**src/rtl/trigger_detect_if.sv**
```systemverilog
// Trigger detector control/status bundle.
// master: comp_1/2, trig_src/slope, arm, force_trig, sample_en, holdoff, post_count -> slave;
// slave: trig_pulse, capture_en, capture_done, trig_state -> master.
interface trigger_detect_if #(
  parameter int POST_W = 12
);
  logic              comp_1;
  logic              comp_2;
  logic              trig_src;
  logic              trig_slope;
  logic              arm;
  logic              force_trig;
  logic              sample_en;
  logic [15:0]       holdoff;
  logic [POST_W-1:0] post_count;
  logic              trig_pulse;
  logic              capture_en;
  logic              capture_done;
  logic [2:0]        trig_state;

  modport master (
    output comp_1, comp_2, trig_src, trig_slope,
    output arm, force_trig, sample_en,
    output holdoff, post_count,
    input  trig_pulse, capture_en, capture_done, trig_state
  );

  modport slave (
    input  comp_1, comp_2, trig_src, trig_slope,
    input  arm, force_trig, sample_en,
    input  holdoff, post_count,
    output trig_pulse, capture_en, capture_done, trig_state
  );
endinterface

```
**src/rtl/trigger_detect.sv**
```systemverilog
// Scope trigger: per-channel sync + glitch filter + edge detect, arm/holdoff/post FSM.
// Ports: clk_50mHz, reset_n (async low), bus (trigger_detect_if.slave). Option: TRIG_AUTO_EN.
module trigger_detect #(
  parameter int SYNC_STAGES = 2,
  parameter int FILT_LEN    = 3,
  parameter int POST_W      = 12
) (
  input logic             clk_50mHz,
  input logic             reset_n,
  trigger_detect_if.slave bus
);

  localparam logic [2:0] S_IDLE    = 3'd0;
  localparam logic [2:0] S_HOLDOFF = 3'd1;
  localparam logic [2:0] S_ARMED   = 3'd2;
  localparam logic [2:0] S_POST    = 3'd3;
  localparam logic [2:0] S_DONE    = 3'd4;

  localparam int FW = (FILT_LEN > 1) ? $clog2(FILT_LEN) : 1;

  logic [2:0]        r_state;
  logic [15:0]       r_hold;
  logic [POST_W-1:0] r_post;
  logic              r_trig_pulse;

  logic [1:0] w_comp;
  logic [1:0] w_rise;
  logic [1:0] w_fall;
  logic       w_edge;
  logic       w_auto;
  logic       w_fire;

  assign w_comp = {bus.comp_2, bus.comp_1};

  for (genvar g = 0; g < 2; g++) begin : g_ch
    logic [SYNC_STAGES-1:0] r_sync;
    logic [FW-1:0]          r_cnt;
    logic                   r_filt;
    logic                   r_prev;
    logic                   w_synced;

    assign w_synced = r_sync[SYNC_STAGES-1];

    // Level changes only after FILT_LEN consecutive differing samples.
    always_ff @(posedge clk_50mHz or negedge reset_n) begin
      if (!reset_n) begin
        r_sync <= '0;
        r_cnt  <= '0;
        r_filt <= 1'b0;
        r_prev <= 1'b0;
      end else begin
        r_sync <= {r_sync[SYNC_STAGES-2:0], w_comp[g]};
        r_prev <= r_filt;
        if (w_synced == r_filt) begin
          r_cnt <= '0;
        end else if (r_cnt == FW'(FILT_LEN - 1)) begin
          r_filt <= w_synced;
          r_cnt  <= '0;
        end else begin
          r_cnt <= r_cnt + FW'(1);
        end
      end
    end

    assign w_rise[g] = r_filt & ~r_prev;
    assign w_fall[g] = ~r_filt & r_prev;
  end

  // Mux after edge detection so a source switch never fakes an edge.
  assign w_edge = bus.trig_slope ? w_fall[bus.trig_src]
                                 : w_rise[bus.trig_src];

`ifdef TRIG_AUTO_EN
  logic [19:0] r_auto;

  always_ff @(posedge clk_50mHz or negedge reset_n) begin
    if (!reset_n) begin
      r_auto <= '0;
    end else if (r_state != S_ARMED) begin
      r_auto <= '0;
    end else begin
      r_auto <= r_auto + 20'd1;
    end
  end

  assign w_auto = (r_state == S_ARMED) && (r_auto == '1);
`else
  assign w_auto = 1'b0;
`endif

  assign w_fire = bus.force_trig | w_edge | w_auto;

  always_ff @(posedge clk_50mHz or negedge reset_n) begin
    if (!reset_n) begin
      r_state      <= S_IDLE;
      r_hold       <= '0;
      r_post       <= '0;
      r_trig_pulse <= 1'b0;
    end else begin
      r_trig_pulse <= 1'b0;
      unique case (r_state)
        S_IDLE, S_DONE: begin
          if (bus.arm) begin
            r_state <= S_HOLDOFF;
            r_hold  <= (bus.holdoff == 16'd0) ? 16'd1 : bus.holdoff;
          end
        end
        S_HOLDOFF: begin
          if (r_hold == 16'd1) begin
            r_state <= S_ARMED;
          end else begin
            r_hold <= r_hold - 16'd1;
          end
        end
        S_ARMED: begin
          if (w_fire) begin
            r_state      <= S_POST;
            r_post       <= bus.post_count;
            r_trig_pulse <= 1'b1;
          end
        end
        S_POST: begin
          if (bus.sample_en) begin
            if (r_post == '0) begin
              r_state <= S_DONE;
            end else begin
              r_post <= r_post - POST_W'(1);
            end
          end
        end
        default: r_state <= S_IDLE;
      endcase
    end
  end

  assign bus.trig_pulse   = r_trig_pulse;
  assign bus.capture_en   = (r_state == S_POST);
  assign bus.capture_done = (r_state == S_DONE);
  assign bus.trig_state   = r_state;

endmodule

```
**src/flat_wrapper.sv**
```systemverilog
// flat-port wrapper written by rule: the top's interface ports become plain ports
module trigger_detect_flat 
#(
  parameter int SYNC_STAGES = 2,
  parameter int FILT_LEN    = 3,
  parameter int POST_W      = 12
)
  (clk_50mHz, reset_n, bus_comp_1, bus_comp_2, bus_trig_src, bus_trig_slope, bus_arm, bus_force_trig, bus_sample_en, bus_holdoff, bus_post_count, bus_trig_pulse, bus_capture_en, bus_capture_done, bus_trig_state);
  trigger_detect_if #(.POST_W(POST_W)) bus_i ();
  input logic clk_50mHz;
  input logic reset_n;
  input wire logic [$bits(bus_i.comp_1)-1:0] bus_comp_1;
  input wire logic [$bits(bus_i.comp_2)-1:0] bus_comp_2;
  input wire logic [$bits(bus_i.trig_src)-1:0] bus_trig_src;
  input wire logic [$bits(bus_i.trig_slope)-1:0] bus_trig_slope;
  input wire logic [$bits(bus_i.arm)-1:0] bus_arm;
  input wire logic [$bits(bus_i.force_trig)-1:0] bus_force_trig;
  input wire logic [$bits(bus_i.sample_en)-1:0] bus_sample_en;
  input wire logic [$bits(bus_i.holdoff)-1:0] bus_holdoff;
  input wire logic [$bits(bus_i.post_count)-1:0] bus_post_count;
  output wire logic [$bits(bus_i.trig_pulse)-1:0] bus_trig_pulse;
  output wire logic [$bits(bus_i.capture_en)-1:0] bus_capture_en;
  output wire logic [$bits(bus_i.capture_done)-1:0] bus_capture_done;
  output wire logic [$bits(bus_i.trig_state)-1:0] bus_trig_state;
  assign bus_i.comp_1 = bus_comp_1;
  assign bus_i.comp_2 = bus_comp_2;
  assign bus_i.trig_src = bus_trig_src;
  assign bus_i.trig_slope = bus_trig_slope;
  assign bus_i.arm = bus_arm;
  assign bus_i.force_trig = bus_force_trig;
  assign bus_i.sample_en = bus_sample_en;
  assign bus_i.holdoff = bus_holdoff;
  assign bus_i.post_count = bus_post_count;
  assign bus_trig_pulse = bus_i.trig_pulse;
  assign bus_capture_en = bus_i.capture_en;
  assign bus_capture_done = bus_i.capture_done;
  assign bus_trig_state = bus_i.trig_state;
  trigger_detect #(.SYNC_STAGES(SYNC_STAGES), .FILT_LEN(FILT_LEN), .POST_W(POST_W)) u_core (.clk_50mHz(clk_50mHz), .reset_n(reset_n), .bus(bus_i));
endmodule
```
**config.mk**
```make
export PLATFORM = sky130hd
export DESIGN_NAME = trigger_detect_flat
export DESIGN_NICKNAME = d
export VERILOG_FILES = /design/src/rtl/trigger_detect_if.sv /design/src/rtl/trigger_detect.sv /design/src/flat_wrapper.sv
export SDC_FILE = /design/constraint.sdc
export NUM_CORES = 1
export LEC_CHECK = 0
export ABC_AREA = 1
export BUFFER_PORTS_ARGS = -buffer_cell sky130_fd_sc_hd__buf_2
export CORE_ASPECT_RATIO = 1.25
export CORE_MARGIN = 4
export CORE_UTILIZATION = 43
export DETAILED_ROUTE_END_ITERATION = 10
export PLACE_DENSITY = 0.7
export SLEW_MARGIN = 30
export SYNTH_ARGS = -nofsm -noshare
export SYNTH_HDL_FRONTEND = slang
export SYNTH_SLANG_ARGS = --single-unit
```
**constraint.sdc**
```tcl
create_clock -name clk_50mHz -period 1.8 [get_ports clk_50mHz]
set_input_delay 0.27 -clock clk_50mHz [delete_from_list [all_inputs] [get_ports clk_50mHz]]
set_output_delay 0.27 -clock clk_50mHz [all_outputs]
set_load 0.03 [all_outputs]
```
======== Word level (Yosys, flattened, before mapping) ========
Index checks and enable logic that the tools add are counted.
storage, ports and cells
  register bits ........................... 44
  input bits .............................. 37
  output and inout bits ................... 6
  logic and storage cells ................. 80
cells by class
  add/sub/neg operators ................... 4
  $lt $le $gt $ge ......................... 1
  eq/ne operators ......................... 16
  muxes and demuxes ....................... 25
  bitwise logic cells ..................... 11
  reduce and logical (&&, ||, !) cells .... 11
operators with widths
  operator                                                                 number
  16-bit 2-to-1 mux                                                        3
  12-bit 2-to-1 mux                                                        3
  16-bit one-hot mux with 2 select lines                                   1
  12-bit one-hot mux with 2 select lines                                   1
  16-bit by 1-bit equality test with 1-bit output (second input constant)  1
  16-bit logical NOT                                                       1
  16-bit by 1-bit subtractor with 16-bit output (second input constant)    1
  3-bit 2-to-1 mux                                                         5
  12-bit logical NOT                                                       1
  3-bit one-hot mux with 4 select lines                                    1
  12-bit by 1-bit subtractor with 12-bit output (second input constant)    1
  2-bit 2-to-1 mux                                                         4
  2-bit != test (second input constant)                                    4
  1-bit 2-to-1 mux                                                         7
  3-bit by 2-bit equality test with 1-bit output (second input constant)   2
  2-bit by 1-bit != test with 1-bit output (second input constant)         3
  1-bit NOT                                                                6
  5-bit AND reduction                                                      1
  2-bit by 1-bit adder with 2-bit output (second input constant)           2
  1-bit AND                                                                4
  2-bit equality test (second input constant)                              2
  2-bit AND reduction                                                      2
  4-bit AND reduction                                                      1
  2-bit nonzero test                                                       2
  8 further kinds                                                          9

======== Longest topological paths before layout ========
Gate-level depths: netlist (run 1).
  word-level depth ........................ 8
  mapped depth ............................ 11
  depth with buffers taken out ............ 11

======== Worst setup path before layout (run 1) ========
No wires, ideal clock.
  path kind ............................... register to output
  start ................................... register u_core.r_state[0], in the netlist u_core.bus.trig_state[0]
  end ..................................... output bus_capture_done
  arrival ................................. 1.279 ns
  required time ........................... 1.530 ns
  setup slack ............................. 0.251 ns
  stages on the path, launching flop included .. 4
  buffers on the path ..................... 0
  path through ............................ dfrtp_1 > nor2_1 > inv_1 > nor2_1
between the ends
  cells in the longest elaborated chain, start to end .. 1
RTL lines
  what                      line                   text
  start: declaration        trigger_detect.sv:21   logic [2:0] r_state;
  start signal: assignment  trigger_detect.sv:95   r_state <= S_IDLE;
  start signal: assignment  trigger_detect.sv:104  r_state <= S_HOLDOFF;
  start signal: assignment  trigger_detect.sv:110  r_state <= S_ARMED;
  3-bit equality test       trigger_detect.sv:138  assign bus.capture_done = (r_state == S_DONE);
  end: declaration          flat_wrapper.sv:23     output wire logic [$bits(bus_i.capture_done)-1:0] bus_capture_done;
Every way passes these cells.

======== Worst setup path in the final report (run 1) ========
  start ................................... register u_core.r_state[2], in the netlist u_core.bus.trig_state[2]
  end ..................................... output bus_capture_en
between the ends
  cells in the longest elaborated chain, start to end .. 1
RTL lines
  what                                            line                   text
  3-bit by 2-bit equality test with 1-bit output  trigger_detect.sv:137  assign bus.capture_en = (r_state == S_POST);
  end: declaration                                flat_wrapper.sv:22     output wire logic [$bits(bus_i.capture_en)-1:0] bus_capture_en;
Every way passes these cells.

==> results.md, run 1 <==
* Total Power at 5.66 mW
* Final ANT Viol Nets at 0
* Crit Path Category: register to output pin
* Synthesis warning total at 0
* HP Class: input pin to asynchronous set/reset pin
* Tmin final at 1.71 ns
* Slew Viols, Final at 0
* Total wire length at 6.65 mm
* Initial antenna violation count at 0
* Die area at 8050 um2
* 1st-iter DRT viols at 119
* Relative slew slack at 0.615
* Max Clock Freq at 585 MHz
* # rows at 33
* Cell Area, Synth at 2870 um2
* Vias per cell at 4.91
* Setup bufs post-CTS at 0
* Core Area at 6520 um2
* Routed wire per std cell at 11.7 um
* Hold_buf cts at 0
* Total global routing overflow at 0
* Clock slew at reported path FFs at 0.09 ns
* DIE WIDTH at 81.1 um
* Fin crit share at 0.950
* Setup WS post-layout at 0.0893 ns
* DR pass1 iterations at 4
* Synth-to-Final Area Change at 14.8%
* Dpl hpwl at 5.00 mm
* Die height at 99.3 um
* CP max FO at 8
* Top cells by area, synth: dfrtp_1 (38%), nand2_1 (22%), nor2_1 (7.1%), nand3_1 (6.1%), inv_1 (5.6%)
* # setup viols final at 0
* PwrDens at 1720 nW/um2
* Max Buffers Root-to-Sink at 2
* Boundary pin count at 43
* Final hold vios at 0
* Worst Setup End Kind: output pin
* TritonCTS buffer count at 5
* Area of the multi-input gates at 1530 um2
* CTS tree: done
* H-tree levels at 2
* Yosys top cell by area: dfrtp_1
* Syn Nets at 475
* Final GP Congestion at 0.957
* Worst-margin pin slew at 0.577 ns
* Outcome: finished clean
* ANT cells at 0
* First-pass GRT wire length at 11.5 mm
* Largest net degree at the start of global routing at 45
* Layout Cells excl Fill at 568
* Post_cts resized at 1
* Synth Instances at 434
* Maximum capacitance violations at 0
* Nets at 521
* Initial Utilization at 0.440
* Layout Skew at 0.00723 ns
* Worst EP arrival at 1.44 ns
* VDD IR max at 0.000656 V
* Register area share after synthesis at 0.384
* Clk sinks at 44
* Fin Hold WS at 0.0324 ns
* Fillers at 713
* Reg2reg start: u_core.r_post[0]$_DFFE_PN0P_
* Pre-CTS setup slack at 0.100 ns
* Layout cells sized above 1 at 0.162
* DRC viols at 0
* Worst-Skew Late Latency at 0.30 ns
* Required @ worst endpoint at 1.53 ns
* Leakage power at 1.76 nW
* Inst Count DP at 560
* R2R Setup Slk at 0.25 ns
* Post-synth cell types at 31
* Crit path launch type: register
* Synth Register Bits at 44
* GRT Resource Usage Total at 0.180
* Port Buffer Count at 42
* Root buf cell: clkbuf_8
* Via count at 2789
* Top-area cell type share of the netlist area at 0.384
* Reg2reg end: u_core.r_post[10]$_DFFE_PN0P_
* Number of global-route vias before repair at 2681
* Final TNS setup at 0 ns
* Register Area at 1100 um2
* RSZ-0062 raised after global routing: no
* Avg Cell Area, Syn at 6.61 um2
* Reg2reg path depth at 9
==> routing by layer <==
metal	track usage	vias up	wire length (um)
met5	0	-	0
met4	0.0806	0	144
met3	0.0299	14	335
met2	0.317	67	3350
met1	0.210	1258	2820
li1	-	1450	-
==> report_power, final <==
part	leakage (nW)	switching, mW	internal, mW
clock	0.0614	0.364	0.454
combinational	1.16	1.91	1.03
sequential	0.538	0.463	1.44
==> how the worst max path moves through the flow <==
| stage | start | end | slack, ns | cells past startpoint |
|---|---|---|---|---|
| 2_1_floorplan | u_core.bus.trig_state[0]$_DFFE_PN0P_ | bus_capture_done | 0.25 | 3 |
| 3_3_place_gp | u_core.r_post[0]$_DFFE_PN0P_ | u_core.r_post[8]$_DFFE_PN0P_ | 0.18 | 9 |
| 3_5_place_dp | u_core.r_post[0]$_DFFE_PN0P_ | u_core.r_post[8]$_DFFE_PN0P_ | 0.10 | 9 |
| 4_1_cts | u_core.bus.trig_state[2]$_DFFE_PN0P_ | bus_capture_en | 0.008 | 5 |
| 5_1_grt | u_core.r_hold[0]$_DFFE_PN0P_ | u_core.r_hold[10]$_DFFE_PN0P_ | 0.006 | 9 |
| 6_report | u_core.bus.trig_state[2]$_DFFE_PN0P_ | bus_capture_en | 0.09 | 5 |
==> flip-flops by register name, indices dropped and copies added (netlist names) <==
register	count
u_core.g_ch.r_sync	4
u_core.r_post	12
u_core.bus.trig_pulse	1
u_core.g_ch.r_cnt	4
u_core.bus.trig_state	3
u_core.r_hold	16
u_core.g_ch.r_prev	2
u_core.g_ch.r_filt	2
==> cells in the mapped netlist <==
| master | n |
|---|---|
| nand3_4 | 1 |
| buf_6 | 4 |
| clkbuf_1 | 2 |
| xnor2_1 | 2 |
| dfrtp_1 | 44 |
| nand2_4 | 1 |
| a21oi_2 | 1 |
| nand3_2 | 2 |
| ha_1 | 4 |
| or2_2 | 1 |
| buf_4 | 3 |
| a21oi_1 | 3 |
| nand4_1 | 5 |
| o31ai_1 | 1 |
| nor2_2 | 2 |
| nand3_1 | 35 |
| nor2_1 | 54 |
| nand2_2 | 4 |
| inv_1 | 43 |
| xor2_1 | 3 |
| nand2_1 | 168 |
| nor3_1 | 9 |
| nand3b_1 | 4 |
| a31oi_1 | 2 |
| o21ai_0 | 21 |
| inv_2 | 3 |
| nor3b_1 | 1 |
| and2_1 | 1 |
| a21boi_2 | 1 |
| o21ai_1 | 8 |
| or2_1 | 1 |
==> cell type report <==
class	instances	area share
clock buffer	6	0.0251
clock inverter	2	0.0118
inverter	46	0.0532
multi-input combinational	335	0.465
sequential	44	0.335
tap	87	0.0330
timing repair buffer	48	0.0774
==> cells in the final DEF, fill, tap and decap left out, types with 3 or more instances in the layout <==
master,count
buf_2,42
nand3_1,35
inv_1,41
inv_2,4
nor3_1,9
nor2_2,4
xor2_1,3
nand3b_1,4
nand2_2,3
nand4_1,5
ha_1,4
clkbuf_8,6
a21oi_1,3
o21ai_0,21
dfrtp_1,42
o21ai_1,8
nand2_1,168
nor2_1,52
buf_4,6
==> critical path, cell delays in order, from the launching register on <==
cell	delay, ns
dfrtp_2	0.45
inv_2	0.10
nand3_2	0.10
inv_4	0.12
buf_4	0.16
buf_2	0.20
==> kinds of logic (layout without fill, tap and decap cells) <==
family | count (synthesis) | after routing | share of synthesized area
AO/OA/AOI/OAI | 37 | 37 | 0.0697
flip-flops | 44 | 44 | 0.384
XOR/XNOR | 5 | 5 | 0.0153
buffers and inverters | 55 | 102 | 0.0863
adder cells (fa/ha/maj) | 4 | 4 | 0.0174
AND/OR/NAND/NOR | 289 | 289 | 0.428
==> stage by stage <==
stage | area [um2] | utilization
6_report | 3300 | 0.505
5_1_grt | 3300 | 0.505
4_1_cts | 3280 | 0.503
3_5_place_dp | 3160 | 0.484
3_3_place_gp | 3160 | 0.484
2_1_floorplan | 2870 | -
No activity file was read; power rests on OpenSTA's default activity.
==> run 2, diff against run 1 <==
Settings changed: CTS_BUF_LIST set to sky130_fd_sc_hd__clkbuf_4 sky130_fd_sc_hd__clkbuf_8, SETUP_SLACK_MARGIN set to 0.3.
==> run 2 against run 1 <==
  * Sequential power increased by 3%
  * Final cell count increased by 4.6%
  * Clock power decreased by 5.4%
  * Clock-buffer cell count unchanged
  * Worst hold slack improved by 0.046 ns
  * First-iteration DRC count increased by 10%
  * Highest routed layer unchanged
==> results.md, run 2 (synthesis gave the netlist of run 1 again) <==
* Die height at 99.3 um (unchanged)
* Largest net degree at the start of global routing at 30 (-33%)
* Clock slew at reported path FFs at 0.09 ns (about the same)
* First-pass GRT wire length at 12.1 mm (+5.7%)
* Pint at 3.39 mW (+16%)
* TritonCTS buffer count at 5 (unchanged)
* Required @ worst endpoint at 2.00 ns (+0.47 ns)
* Synth-to-Final Area Change at 30.6%
* Largest Register: u_core.r_hold
* ANT cells at 0 (unchanged)
* HP Class: input pin to register
* Worst-margin pin slew at 0.418 ns (-0.159 ns)
* Fillers at 623 (-13%)
* Clk sinks at 44 (unchanged)
* Crit Path Category: register to register
* Via count at 3027 (+8.5%)
* GRT Resource Usage Total at 0.190 (+0.0100)
* Final ANT Viol Nets at 0 (unchanged)
* Commonest non-fill, non-tap cell in the layout: nand2_1
* CP max FO at 6 (-2)
* Total global routing overflow at 0 (unchanged)
* Routed wire per std cell at 13.4 um (+14%)
* Flip-flop count of the largest register after layout at 16 (unchanged)
* Worst Setup End Kind: register
* Most frequent cells in the layout: nand2_1 (162), dfrtp_1 (41), buf_2 (40)
* Boundary pin count at 43 (unchanged)
* Power share of the combinational group at 0.588 (+0.068)
* Nets at 547 (+5.0%)
* CTS tree: done
* Max Clock Freq at 650 MHz (+11%)
* Initial antenna violation count at 0 (unchanged)
* Setup WS post-layout at 0.262 ns (+0.173 ns)
* Flop pwr share at 0.295 (-0.041)
* PwrDens at 1770 nW/um2 (+3.3%)
* Dpl hpwl at 5.27 mm (+5.3%)
* Final GP Congestion at 0.973 (+1.7%)
* # setup viols final at 0 (unchanged)
* Root buf cell: clkbuf_8
* 1st-iter DRT viols at 131 (+10%)
* Initial Utilization at 0.440 (unchanged)
* # rows at 33 (unchanged)
* Outcome: finished clean
* Worst-Skew Late Latency at 0.30 ns (about the same)
* Final hold vios at 0 (unchanged)
* Clk pwr share at 0.117 (-0.028)
* Total wire length at 7.94 mm (+19%)
* Pre-CTS setup slack at 0.157 ns (+0.0565 ns)
* RSZ-0062 raised after global routing: yes
* Relative slew slack at 0.721 (+0.106)
* Final TNS setup at 0 ns (unchanged)
* Tmin final at 1.54 ns (-0.173 ns)
* Vias per cell at 5.10 (+3.8%)
* Core Area at 6520 um2 (unchanged)
* Leakage power at 1.93 nW (+9.4%)
* DRC viols at 0 (unchanged)
* H-tree levels at 2 (unchanged)
* Switching power at 3.27 mW (+19%)
* R2R Setup Slk at 0.26 ns (about the same)
* Layout Skew at 0.00825 ns (+0.00102 ns)
* Number of global-route vias before repair at 2730 (+1.8%)
* Max Buffers Root-to-Sink at 2 (unchanged)
* DIE WIDTH at 81.1 um (unchanged)
* Worst EP arrival at 1.74 ns (+0.30 ns)
* Total Power at 6.65 mW (+18%)
* Leading registers by flop count: u_core.r_hold (16), u_core.r_post (12)
* Slew Viols, Final at 0 (unchanged)
* VDD IR max at 0.000925 V (+41%)
* Port Buffer Count at 42 (unchanged)
* Crit path launch type: register
* Sw frac at 0.491 (+0.00702)
* Maximum capacitance violations at 0 (unchanged)
* Layout cells sized above 1 at 0.282 (+0.120)
* DR pass1 iterations at 4 (unchanged)
* Die area at 8050 um2 (unchanged)
* Fin Hold WS at 0.0780 ns (+0.0456 ns)
* Fin crit share at 0.855 (-0.0959)
-- run 2: changes by cell type in the layout (fill, tap and decap cells not counted), moves of 3 or more --
cell and change:
buf_6 +6, nor2_2 +12, buf_4 +18, nand2_2 +4, inv_4 +3, nand2_1 -6, nor2_4 +5, nand3_4 +3
inv_1 -5, nor2_1 -17, ha_1 -3, nand3_1 -4
-- run 2: path summary, 6_finish.rpt --
kind,startpoint,to,depth (start not counted)
worst max-delay path,u_core.r_hold[2]$_DFFE_PN0P_,u_core.r_hold[14]$_DFFE_PN0P_,9
worst min-delay path,bus_comp_2,u_core.g_ch[1].r_sync[0]$_DFF_PN0_,1
worst max register to register,u_core.r_hold[2]$_DFFE_PN0P_,u_core.r_hold[14]$_DFFE_PN0P_,9
worst min register to register,u_core.g_ch[1].r_sync[0]$_DFF_PN0_,u_core.g_ch[1].r_sync[1]$_DFF_PN0_,0
max in group asynchronous,reset_n,u_core.bus.trig_state[2]$_DFFE_PN0P_,3
min in group asynchronous,reset_n,u_core.r_hold[7]$_DFFE_PN0P_,2
-- run 2: per-stage QoR --
stage          instances  utilization  area (um2)
2_1_floorplan        434            -        2870
3_3_place_gp         561        0.488        3180
3_5_place_dp         561        0.488        3180
4_1_cts              576        0.525        3430
5_1_grt              594        0.575        3750
6_report             594        0.575        3750
-- run 2: repair_timing --
| action | 4_1_cts | 5_1_grt |
|---|---|---|
| setup endpoints to repair | 33 | 33 |
| hold buffers | 1 | 0 |
| buffers inserted | 6 | 15 |
| endpoints found under the hold margin | 15 | 0 |
| gates cloned | 0 | 3 |
| gates resized for setup | 23 | 55 |
| pin swaps | 2 | 16 |
-- run 2: cell type report --
cell class | count | area (um2) | area share
clock buffer | 6 | 76.3 | 0.0204
timing repair buffer | 72 | 478 | 0.127
clock inverter | 2 | 35.0 | 0.00934
tap | 87 | 109 | 0.0290
multi-input combinational | 337 | 1760 | 0.470
sequential | 44 | 1100 | 0.295
inverter | 46 | 183 | 0.0487
-- run 2: worst max-delay path, stage by stage (launching register included) --
cell and delay [ns]:
dfrtp_1 0.44, nor2_2 0.21, nand2_2 0.09, nor2_2 0.12, nand2_2 0.10, nand2_4 0.11, a21boi_4 0.07, buf_4 0.16
nand2_1 0.08, nand2_1 0.05
-- run 2: layer usage --
layer / global-route usage / vias up / share of wire
li1: - / 1510 / -
met1: 0.235 / 1401 / 0.40
met2: 0.331 / 94 / 0.53
met3: 0.0290 / 22 / 0.045
met4: 0.0637 / 0 / 0.028
met5: 0 / - / 0
-- run 2: power groups by stage --
stage	clock network (mW)	logic, mW	registers, mW
2_1_floorplan	0	2.34	1.85
3_3_place_gp	0	2.93	1.89
3_5_place_dp	0	2.98	1.90
4_1_cts	0.795	3.25	1.88
5_1_grt	0.836	4.36	2.01
6_report	0.775	3.91	1.96
==> run 3, diff against run 2 <==
Settings changed: BUFFER_PORTS_ARGS -buffer_cell sky130_fd_sc_hd__buf_2 to -buffer_cell sky130_fd_sc_hd__clkbuf_2, PLACE_DENSITY 0.7 to not set.
==> run 3 against run 2 <==
  * First-iteration DRC count shrank 3.1%
  * Cell area grew 6.6%
  * Clock-buffer cell count shrank 1
  * Die area is the same
  * Sequential power is essentially flat
  * Global-route usage grew 0.44 points
==> results.md, run 3 (synthesis gave the netlist of run 1 again) <==
* Cell Chain, Critical Path: inv_2 > ha_4 > nand2_4 > nor2_2 > nand2_2 > nand2_4 > a21boi_4 > buf_6 > nand2_2 > o21ai_1
* Total wire length at 7.94 mm (about the same)
* Setup WS post-layout at 0.281 ns (+0.0189 ns)
* Worst-Skew Late Latency at 0.30 ns (about the same)
* Flip-flop count of the largest register after layout at 16 (unchanged)
* Largest Register: u_core.r_hold
* Routed length on met1 at 3.22 mm (+1.7%)
* Worst-margin pin slew at 0.312 ns (-0.107 ns)
* Critical path's largest stage delay at 0.41 ns (-0.03 ns)
* CP max FO at 7 (+1)
* Crit path launch type: register
* # rows at 33 (unchanged)
* PwrDens at 1800 nW/um2 (+1.5%)
* Maximum capacitance violations at 0 (unchanged)
* Die height at 99.3 um (unchanged)
* Met2 WL at 4.26 mm (+1.6%)
* Fin crit share at 0.844 (-0.0105)
* Dpl hpwl at 5.27 mm (about the same)
* Vias per cell at 5.04 (-1.2%)
* HP Class: input pin to register
* Layout cells sized above 1 at 0.345 (+0.0629)
* CTS tree: done
* Final TNS setup at 0 ns (unchanged)
* Core Area at 6520 um2 (unchanged)
* Nets at 556 (+1.6%)
* DR pass1 iterations at 7 (+3)
* ANT cells at 0 (unchanged)
* Metal3 WL at 269 um (-25%)
* # setup viols final at 0 (unchanged)
* Worst Setup End Kind: register
* Required @ worst endpoint at 2.02 ns (+0.02 ns)
* Layout Skew at 0.00320 ns (-0.00505 ns)
* Routed wire per std cell at 13.2 um (-1.5%)
* Most frequent cells in the layout: nand2_1 (145), clkbuf_2 (40), nor2_1 (37)
* Max Buffers Root-to-Sink at 2 (unchanged)
* H-tree levels at 2 (unchanged)
* Initial antenna violation count at 0 (unchanged)
* Root buf cell: clkbuf_8
* Top Layer Used: met4
* DRC viols at 0 (unchanged)
* Max Clock Freq at 658 MHz (+1.2%)
* Commonest non-fill, non-tap cell in the layout: nand2_1
* Clk sinks at 44 (unchanged)
* Boundary pin count at 43 (unchanged)
* Pre-CTS setup slack at 0.179 ns (+0.0221 ns)
* Critical path launch point: u_core.r_hold[1]$_DFFE_PN0P_
* Synth-to-Final Area Change at 39.3%
* Hold Path Origin: bus_comp_1
* Port Buffer Count at 42 (unchanged)
* Crit Path Category: register to register
* VDD IR max at 0.000731 V (-21%)
* Final GP Congestion at 0.834 (-14%)
* Leading registers by flop count: u_core.r_hold (16), u_core.r_post (12)
* Slowest CP cell: dfrtp_1
* Reg2reg start: u_core.r_hold[1]$_DFFE_PN0P_
* Power share of the combinational group at 0.614 (+0.026)
* RSZ-0062 raised after global routing: yes
* Final ANT Viol Nets at 0 (unchanged)
* Flop pwr share at 0.276 (-0.019)
* DIE WIDTH at 81.1 um (unchanged)
* First-pass GRT wire length at 12.4 mm (+2.1%)
* Pint at 3.67 mW (+8.3%)
* Tmin final at 1.52 ns (-0.0189 ns)
* Total global routing overflow at 0 (unchanged)
* Die area at 8050 um2 (unchanged)
* Relative slew slack at 0.790 (+0.0689)
* GRT Resource Usage Total at 0.194 (+0.00442)
* Clk pwr share at 0.110 (-0.007)
* Sw frac at 0.491 (about the same)
* Worst EP arrival at 1.74 ns (about the same)
* Final hold vios at 0 (unchanged)
* TritonCTS buffer count at 5 (unchanged)
* 1st-iter DRT viols at 127 (-3.1%)
* Outcome: finished clean
* Initial Utilization at 0.440 (unchanged)
* Switching power at 3.53 mW (+8.1%)
* Leakage power at 2.01 nW (+4.6%)
* Largest net degree at the start of global routing at 45 (+50%)
* Number of global-route vias before repair at 2823 (+3.4%)
* Via count at 3037 (+0.33%)
* Slew Viols, Final at 0 (unchanged)
* Clock slew at reported path FFs at 0.09 ns (about the same)
run 3: what timing repair did:
| action | 4_1_cts | 5_1_grt |
|---|---|---|
| setup endpoints to repair | 30 | 33 |
| buffers inserted | 12 | 13 |
| pin swaps | 4 | 42 |
| resized for setup | 29 | 100 |
| hold buffers | 1 | 0 |
| cloned | 0 | 4 |
| hold endpoints to repair | 44 | 0 |
run 3: power groups by stage:
stage	registers, mW	logic [mW]	clock network, mW
CTS	1.88	3.42	0.815
global placement	1.88	3.03	0
finish	1.99	4.42	0.790
detailed placement	1.89	3.07	0
global route	2.05	4.91	0.848
floorplan	1.85	2.34	0
run 3: final timing paths:
check                           slack (ns)                                 end  cells past startpoint
worst max-delay path                  0.28        u_core.r_hold[4]$_DFFE_PN0P_                     10
worst min-delay path                  0.07  u_core.g_ch[0].r_sync[0]$_DFF_PN0_                      1
worst max register to register        0.28        u_core.r_hold[4]$_DFFE_PN0P_                     10
worst min register to register        0.36  u_core.g_ch[1].r_sync[1]$_DFF_PN0_                      0
max in group asynchronous             1.09        u_core.r_hold[8]$_DFFE_PN0P_                      3
min in group asynchronous             0.48   u_core.g_ch[1].r_filt$_DFFE_PN0P_                      3
run 3: metal layers:
metal | global-route usage | vias to the layer above
met2 | 0.360 | 67
li1 | - | 1532
met3 | 0.0281 | 18
met4 | 0.0676 | 0
met1 | 0.222 | 1420
met5 | 0 | -
run 3: worst max-delay path: cells and delay by family (launching register included):
family / cells / cell delay, ns
flip-flops: 1 / 0.41
AND/OR/NAND/NOR: 5 / 0.35
buffers and inverters: 2 / 0.26
AO/OA/AOI/OAI: 2 / 0.26
adder cells (fa/ha/maj): 1 / 0.17
run 3: per-stage QoR:
step / hold slack (ns) / power, mW / instances / util / area (um2)
2_1_floorplan: -0.0256 / 4.19 / 434 / - / 2870
3_3_place_gp: 0.279 / 4.91 / 565 / 0.492 / 3210
3_5_place_dp: 0.274 / 4.96 / 565 / 0.492 / 3210
4_1_cts: 0.0556 / 6.12 / 586 / 0.540 / 3520
5_1_grt: 0.0544 / 7.81 / 603 / 0.613 / 4000
6_report: 0.0695 / 7.20 / 603 / 0.613 / 4000
run 3: cell type report:
type                    count  area (um2)
fillers                   617        2530
multi-input cells         338        1910
flip-flops and latches     44        1110
repair buffers             80         561
inverters                  46         185
well taps                  87         109
clock buffers               5        68.8
clock inverters             3        46.3
